$ cat src/rtl/stat_pkg.sv
// Shared types and constants for the statistics sequencer: op codes, FSM states
// and the one-hot flag each op is expected to raise on the calculator.
package stat_pkg;

    localparam int N_SAMPLES = 4;

    typedef enum logic [3:0] {
        OP_IDLE = 4'b0000,
        OP_MAX  = 4'b1000,
        OP_MIN  = 4'b1100,
        OP_MEAN = 4'b1010,
        OP_VAR  = 4'b1111
    } op_e;

    typedef enum logic [1:0] {
        LOAD = 2'd0,
        RUN  = 2'd1,
        DONE = 2'd2
    } seq_state_e;

    // Ops are issued in this order; EXP_FLAGS shares the same index.
    localparam op_e OP_TABLE [N_SAMPLES] = '{OP_MAX, OP_MIN, OP_MEAN, OP_VAR};
    localparam logic [3:0] EXP_FLAGS [N_SAMPLES] = '{4'b1000, 4'b0100, 4'b0010, 4'b0001};

    function automatic logic [3:0] exp_flag(input logic [1:0] idx);
        return EXP_FLAGS[idx];
    endfunction

    function automatic op_e op_at(input logic [1:0] idx);
        return OP_TABLE[idx];
    endfunction

endpackage

$ cat src/rtl/stat_sequencer_if.sv
// Sample stream in, result batch out. The master side is the sample source and
// result consumer; the slave side is the sequencer.
interface stat_sequencer_if;
    import stat_pkg::*;

    logic       in_valid;
    logic [3:0] in_data;
    logic       in_ready;
    logic       out_valid;
    logic       out_ready;
    logic [7:0] res_max;
    logic [7:0] res_min;
    logic [7:0] res_mean;
    logic [7:0] res_var;
    logic       flag_err;

    modport master (
        output in_valid, in_data, out_ready,
        input  in_ready, out_valid, res_max, res_min, res_mean, res_var, flag_err
    );

    modport slave (
        input  in_valid, in_data, out_ready,
        output in_ready, out_valid, res_max, res_min, res_mean, res_var, flag_err
    );

endinterface

$ cat src/rtl/stat_sequencer.sv
// Loads four samples, steps an external combinational calculator through
// MAX/MIN/MEAN/VAR, captures each result and hands the batch out on a handshake.
module stat_sequencer
    import stat_pkg::*;
#(
    parameter int SETTLE_CYCLES = 1
) (
    input  logic              clk,
    input  logic              rst_n,
    stat_sequencer_if.slave   bus,
    output logic [15:0]       calc_nums,
    output logic [3:0]        calc_op,
    input  logic [3:0]        calc_flags,
    input  logic [7:0]        calc_result
);

    localparam logic [3:0] SETTLE_LAST = 4'(SETTLE_CYCLES - 1);
    localparam logic [1:0] LAST_SLOT   = 2'(N_SAMPLES - 1);

    seq_state_e  state_r;
    logic [1:0]  cnt_r;
    logic [1:0]  idx_r;
    logic [3:0]  settle_r;
    logic [15:0] nums_r;
    op_e         op_r;
    logic [7:0]  res_max_r;
    logic [7:0]  res_min_r;
    logic [7:0]  res_mean_r;
    logic [7:0]  res_var_r;
    logic        out_valid_r;
    logic        flag_err_r;

    // Sequencer FSM: sample loading, op stepping with result capture, batch handoff.
    always_ff @(posedge clk or negedge rst_n) begin
        if (!rst_n) begin
            state_r     <= LOAD;
            cnt_r       <= 2'd0;
            idx_r       <= 2'd0;
            settle_r    <= 4'd0;
            nums_r      <= 16'd0;
            op_r        <= OP_IDLE;
            res_max_r   <= 8'd0;
            res_min_r   <= 8'd0;
            res_mean_r  <= 8'd0;
            res_var_r   <= 8'd0;
            out_valid_r <= 1'b0;
            flag_err_r  <= 1'b0;
        end else begin
            case (state_r)
                LOAD: begin
                    if (bus.in_valid) begin
                        // Slot 1 (first accepted) lives in the top nibble.
                        case (cnt_r)
                            2'd0:    nums_r[15:12] <= bus.in_data;
                            2'd1:    nums_r[11:8]  <= bus.in_data;
                            2'd2:    nums_r[7:4]   <= bus.in_data;
                            default: nums_r[3:0]   <= bus.in_data;
                        endcase
                        if (cnt_r == LAST_SLOT) begin
                            cnt_r    <= 2'd0;
                            idx_r    <= 2'd0;
                            settle_r <= 4'd0;
                            op_r     <= op_at(2'd0);
                            state_r  <= RUN;
                        end else begin
                            cnt_r <= cnt_r + 2'd1;
                        end
                    end
                end
                RUN: begin
                    if (settle_r == SETTLE_LAST) begin
                        case (idx_r)
                            2'd0:    res_max_r  <= calc_result;
                            2'd1:    res_min_r  <= calc_result;
                            2'd2:    res_mean_r <= calc_result;
                            default: res_var_r  <= calc_result;
                        endcase
                        if (calc_flags != exp_flag(idx_r)) begin
                            flag_err_r <= 1'b1;
                        end
                        settle_r <= 4'd0;
                        if (idx_r == LAST_SLOT) begin
                            idx_r       <= 2'd0;
                            op_r        <= OP_IDLE;
                            out_valid_r <= 1'b1;
                            state_r     <= DONE;
                        end else begin
                            idx_r <= idx_r + 2'd1;
                            op_r  <= op_at(idx_r + 2'd1);
                        end
                    end else begin
                        settle_r <= settle_r + 4'd1;
                    end
                end
                DONE: begin
                    if (bus.out_ready) begin
                        out_valid_r <= 1'b0;
                        flag_err_r  <= 1'b0;
                        state_r     <= LOAD;
                    end
                end
                default: begin
                    state_r     <= LOAD;
                    op_r        <= OP_IDLE;
                    out_valid_r <= 1'b0;
                end
            endcase
        end
    end

    assign bus.in_ready  = (state_r == LOAD);
    assign bus.out_valid = out_valid_r;
    assign bus.res_max   = res_max_r;
    assign bus.res_min   = res_min_r;
    assign bus.res_mean  = res_mean_r;
    assign bus.res_var   = res_var_r;
    assign bus.flag_err  = flag_err_r;
    assign calc_nums     = nums_r;
    assign calc_op       = op_r;

endmodule

$ cat src/flat_wrapper.sv
// flat-port wrapper written by rule: the top's interface ports become plain ports
module stat_sequencer_flat import stat_pkg::*;
#(
    parameter int SETTLE_CYCLES = 1
)
  (clk, rst_n, calc_nums, calc_op, calc_flags, calc_result, bus_in_valid, bus_in_data, bus_out_ready, bus_in_ready, bus_out_valid, bus_res_max, bus_res_min, bus_res_mean, bus_res_var, bus_flag_err);
  stat_sequencer_if bus_i ();
  input  logic clk;
  input  logic rst_n;
  output logic [15:0] calc_nums;
  output logic [3:0] calc_op;
  input  logic [3:0] calc_flags;
  input  logic [7:0] calc_result;
  input wire logic [$bits(bus_i.in_valid)-1:0] bus_in_valid;
  input wire logic [$bits(bus_i.in_data)-1:0] bus_in_data;
  input wire logic [$bits(bus_i.out_ready)-1:0] bus_out_ready;
  output wire logic [$bits(bus_i.in_ready)-1:0] bus_in_ready;
  output wire logic [$bits(bus_i.out_valid)-1:0] bus_out_valid;
  output wire logic [$bits(bus_i.res_max)-1:0] bus_res_max;
  output wire logic [$bits(bus_i.res_min)-1:0] bus_res_min;
  output wire logic [$bits(bus_i.res_mean)-1:0] bus_res_mean;
  output wire logic [$bits(bus_i.res_var)-1:0] bus_res_var;
  output wire logic [$bits(bus_i.flag_err)-1:0] bus_flag_err;
  assign bus_i.in_valid = bus_in_valid;
  assign bus_i.in_data = bus_in_data;
  assign bus_i.out_ready = bus_out_ready;
  assign bus_in_ready = bus_i.in_ready;
  assign bus_out_valid = bus_i.out_valid;
  assign bus_res_max = bus_i.res_max;
  assign bus_res_min = bus_i.res_min;
  assign bus_res_mean = bus_i.res_mean;
  assign bus_res_var = bus_i.res_var;
  assign bus_flag_err = bus_i.flag_err;
  stat_sequencer #(.SETTLE_CYCLES(SETTLE_CYCLES)) u_core (.clk(clk), .rst_n(rst_n), .bus(bus_i), .calc_nums(calc_nums), .calc_op(calc_op), .calc_flags(calc_flags), .calc_result(calc_result));
endmodule
$ cat config.mk
export PLATFORM = sky130hd
export DESIGN_NAME = stat_sequencer_flat
export DESIGN_NICKNAME = d
export VERILOG_FILES = /design/src/rtl/stat_pkg.sv /design/src/rtl/stat_sequencer_if.sv /design/src/rtl/stat_sequencer.sv /design/src/flat_wrapper.sv
export SDC_FILE = /design/constraint.sdc
export NUM_CORES = 1
export LEC_CHECK = 0
export CORE_UTILIZATION = 52
export DETAILED_ROUTE_END_ITERATION = 10
export PLACE_DENSITY_LB_ADDON = 0.08
export SLEW_MARGIN = 20
export SYNTH_ARGS = -nofsm -noshare
export SYNTH_HDL_FRONTEND = slang
export SYNTH_SLANG_ARGS = --single-unit
$ cat constraint.sdc
create_clock -name clk -period 4 [get_ports clk]
set_input_delay 0.8 -clock clk [delete_from_list [all_inputs] [get_ports clk]]
set_output_delay 0.8 -clock clk [all_outputs]
set_load 0.005 [all_outputs]
==> run summary <==
The total internal power came out at around 2.2 mW. The final non-filler cell total came out at 356. After synthesis the cells add up to about 2800 um^2.

Yosys mapped the design onto 29 distinct sky130hd cell types. The clock latency on the worst-skew pair came out at 340 ps. The count of hold-fix buffers inserted at cts came out at 0. The total wire length after detailed routing is between 5000 and 6000 um. The final global-route overflow total came out at 0. The number of remaining DRC errors came out at 0.

The worst stage delay on the critical path is around 550 ps. The number of antenna cells inserted is 0. The data required time at the worst endpoint came out at 3200 ps. The synthesis warning total is 0. The tree is rooted in a sky130_fd_sc_hd__clkbuf_8. The vias per cell came out at slightly above 5.

The switching fraction of total power came out at 0.297. The worst setup path is launched from a flop. The maximum fanout encountered on the critical timing path is 13. The clock net sink count is 64. Counting the buffers created by CTS gives 9. The average instance in the mapped netlist occupies 13.9 um^2. The post-CTS setup repair buffer count came out at 0.

Summed over all nets, the switching power comes to roughly 920 uW. When the netlist entered floorplanning its net count stood at 228. The horizontal die dimension came out at 74.9 um. The remaining number of nets flagged by the antenna check after routing came out at 0.

The number of flops mapped to enable cells by yosys came out at 0. By startpoint and endpoint, the worst setup path is classified as reg -> out. The number of global-route vias before repair is 1833. The initial standard-cell utilization of the core is 0.541.

For the worst setup path, the data arrival time is approximately 1600 ps. The final max-slew violation count came to 0. The transition time at the pin with the least slew margin came out at 886 ps. The post-route clock period utilization is 0.589. The violation count after the first detailed-routing iteration is 69. In this run the tool buffered the top-level ports with 74 buffer cells. The flip-flop and latch count after synthesis is 64. The max-capacitance violation count is 0.

Setup violations remaining at the end of the flow were counted as 0. The total routing usage reported by global routing came out at 0.223. The power consumption is 3.10 mW.

The placer's final routability congestion estimate is 0.750. The cell family with the largest share of critical-path delay is flip-flops. The H-tree generated during clock tree synthesis spans 3 levels. The initial antenna violation count is 0.

The largest area contributor in the netlist is sky130_fd_sc_hd__dfrtp_1. The run finished with clean final reports. The final sum of negative setup slack is 0 ps. The fraction of post-synthesis cell area in the top cell type by area is 0.580. The clock arrives with 10.2 ps of skew.

Setup repair after global routing left no endpoint under its margin. The clock transition at the registers of the reported paths came out at 70 ps. The commonest register cell after synthesis is sky130_fd_sc_hd__dfrtp_1. The relative contribution of the clock network to total power came out at 0.202. The number of buffers on the longest clock path came out at 2. TritonCTS built the clock tree. The maximum frequency from static timing analysis is 424 MHz.

Of the cells placed in the final design, the portion with a size suffix greater than 1 is 0.262. The number of detailed-route iterations in the first pass came out at 4. The number of gates resized after CTS is 0. In the post-synthesis netlist, the biggest area contributors are sky130_fd_sc_hd__dfrtp_1 58%, sky130_fd_sc_hd__mux2_2 19%, sky130_fd_sc_hd__ha_1 4.5%. After the last flow step, the layout net total stands at 311. The placement row count came out at 26.

Of the total power, combinational logic draws 0.424. In this run the power density over the cells is 816 nW/um^2. The I/O pin count is between 70 and 80.

The portion of total power attributed to sequential cells came out at 0.374. The combined buffer and inverter count along the critical path came out at 1. The maximum vdd ir drop is 484 uV. STA classifies the critical path endpoint as an output port. The total count of hold-check failures in the final report came out at 0. The area of the core region is between 5000 and 6000 um^2. In this run the worst hold path is classified as reg -> reg. From synthesis to final layout, the design area changed by 37.6%. Counting tap cells, the placed design contains a total of 340 instances. The first-pass GRT wire length came out at 8910 um. The slowest stage of the critical path belongs to the cell sky130_fd_sc_hd__dfrtp_1. For the finished layout, the period the worst path requires is 2360 ps. The largest net degree at the start of global routing is 41.

The signal on the critical path passes through nor2_1 -> clkdlybuf4s50_1. The share of flip-flops with an asynchronous set or reset after synthesis is 1.00. For this block, the via count after detailed routing is 1790. In this run the static leakage power is between 1.5 and 2 nW. The share of the Yosys chip area taken by registers is 0.580. The max-slew headroom at the worst pin came out at 0.409.

The wire length per cell after detailed routing came out at 15.9 um. The floorplan step defined a die boundary enclosing 5610 um^2. The HPWL reported at the end of detailed placement is between 3000 and 4000 um. In this run the vertical extent of the chip is 74.9 um.

Counting every instance in the synthesized netlist gives between 150 and 200.
## synthesized netlist by cell type, types with 2 or more instances
cell type,n
sky130_fd_sc_hd__a21oi_1,2
sky130_fd_sc_hd__mux2_2,47
sky130_fd_sc_hd__o21ai_0,16
sky130_fd_sc_hd__dfrtp_1,64
sky130_fd_sc_hd__and2_0,3
sky130_fd_sc_hd__nor2_1,4
sky130_fd_sc_hd__nand3_1,4
sky130_fd_sc_hd__nor3b_1,2
sky130_fd_sc_hd__nor3b_4,2
sky130_fd_sc_hd__nand3_4,3
sky130_fd_sc_hd__ha_1,10
sky130_fd_sc_hd__xor2_1,5
sky130_fd_sc_hd__nand2_1,9
sky130_fd_sc_hd__inv_1,12
## area by class of cell
type                            count  area [um^2]
Clock buffer                       11          151
Tap cell                           70         87.6
Multi-Input combinational cell    119         1090
Inverter                           12         45.0
Fill cell                         377         1310
Clock inverter                      5         78.8
Sequential cell                    64         1600
Timing Repair Buffer               75          743
## worst register-to-register path: stages (launching register included)
cell	delay [ps]
sky130_fd_sc_hd__dfrtp_1	420
sky130_fd_sc_hd__inv_1	70
sky130_fd_sc_hd__ha_1	180
sky130_fd_sc_hd__nor3b_4	460
sky130_fd_sc_hd__nand3_4	250
sky130_fd_sc_hd__mux2_2	340
## power by group through the flow
stage                     Clock (mW)  Combinational, mW  Sequential (mW)
after floorplan                    0              0.615             1.15
after global placement             0               1.30             1.16
after detailed placement           0               1.32             1.17
after CTS                      0.638               1.33             1.16
after global routing           0.665               1.43             1.20
final                          0.626               1.31             1.16
## cell usage in the layout (no fill, tap or decap), drive strengths merged
cell type,count
o31ai,1
nand2,10
o21ai,16
mux2,48
a211oi,2
or3b,1
nor3b,4
buf,2
and2,3
a2bb2oi,1
nor4,1
o21a,1
and3b,1
dfrtp,64
nor2,4
inv,12
clkinv,3
bufinv,2
ha,10
xor2,5
clkdlybuf4s50,73
and4bb,1
nand3,7
and2b,1
a21oi,2
clkbuf,11
## kinds of logic after synthesis
logic type               Yosys count  synth area share
flip-flops                        64             0.580
buffers and inverters             15            0.0245
adder cells (fa/ha/maj)           10            0.0453
AO/OA/AOI/OAI                     23            0.0485
XOR/XNOR                           5            0.0159
AND/OR/NAND/NOR                   33            0.0902
multiplexers                      48             0.196
## through the flow
step                      setup WS, ps  area [um^2]   util  hold WS (ps)
after CTS                         1630         3800  0.744           499
after global routing              1580         3800  0.744           514
after global placement            1580         3570  0.699           473
after detailed placement          1540         3570  0.699           483
after floorplan                   2220         2760      -           483
final                             1640         3800  0.744           491
## metal layers
layer | GRT usage | vias to the layer above | wire, um
met5 | 0 | - | 0
met4 | 0.0881 | 0 | 57
met3 | 0.0696 | 7 | 290
met1 | 0.289 | 886 | 2510
li1 | - | 852 | -
met2 | 0.351 | 45 | 2790
## sequential cells by signal (all words and copies together) (netlist names)
register	cells
u_core.bus.out_valid	1
u_core.bus.res_max	8
u_core.bus.res_min	8
u_core.bus.res_mean	8
u_core.idx_r	2
u_core.cnt_r	2
u_core.bus.flag_err	1
u_core.state_r	2
u_core.calc_op	4
u_core.settle_r	4
u_core.bus.res_var	8
u_core.calc_nums	16
## final timing paths
path | cells past startpoint | endpoint | slack [ps] | start
max in group asynchronous | 2 | u_core.bus.res_mean[2]$_DFFE_PN0P_ | 2550 | rst_n
worst min-delay path | 1 | u_core.calc_nums[12]$_DFFE_PN0P_ | 490 | u_core.calc_nums[12]$_DFFE_PN0P_
worst min register to register | 1 | u_core.calc_nums[12]$_DFFE_PN0P_ | 490 | u_core.calc_nums[12]$_DFFE_PN0P_
worst max-delay path | 2 | bus_in_ready | 1640 | u_core.state_r[1]$_DFFE_PN0P_
min in group asynchronous | 1 | u_core.settle_r[0]$_DFFE_PN0P_ | 580 | rst_n
worst max register to register | 5 | u_core.bus.res_mean[6]$_DFFE_PN0P_ | 2160 | u_core.settle_r[0]$_DFFE_PN0P_
Note: power is estimated with default switching activity, not from simulation.
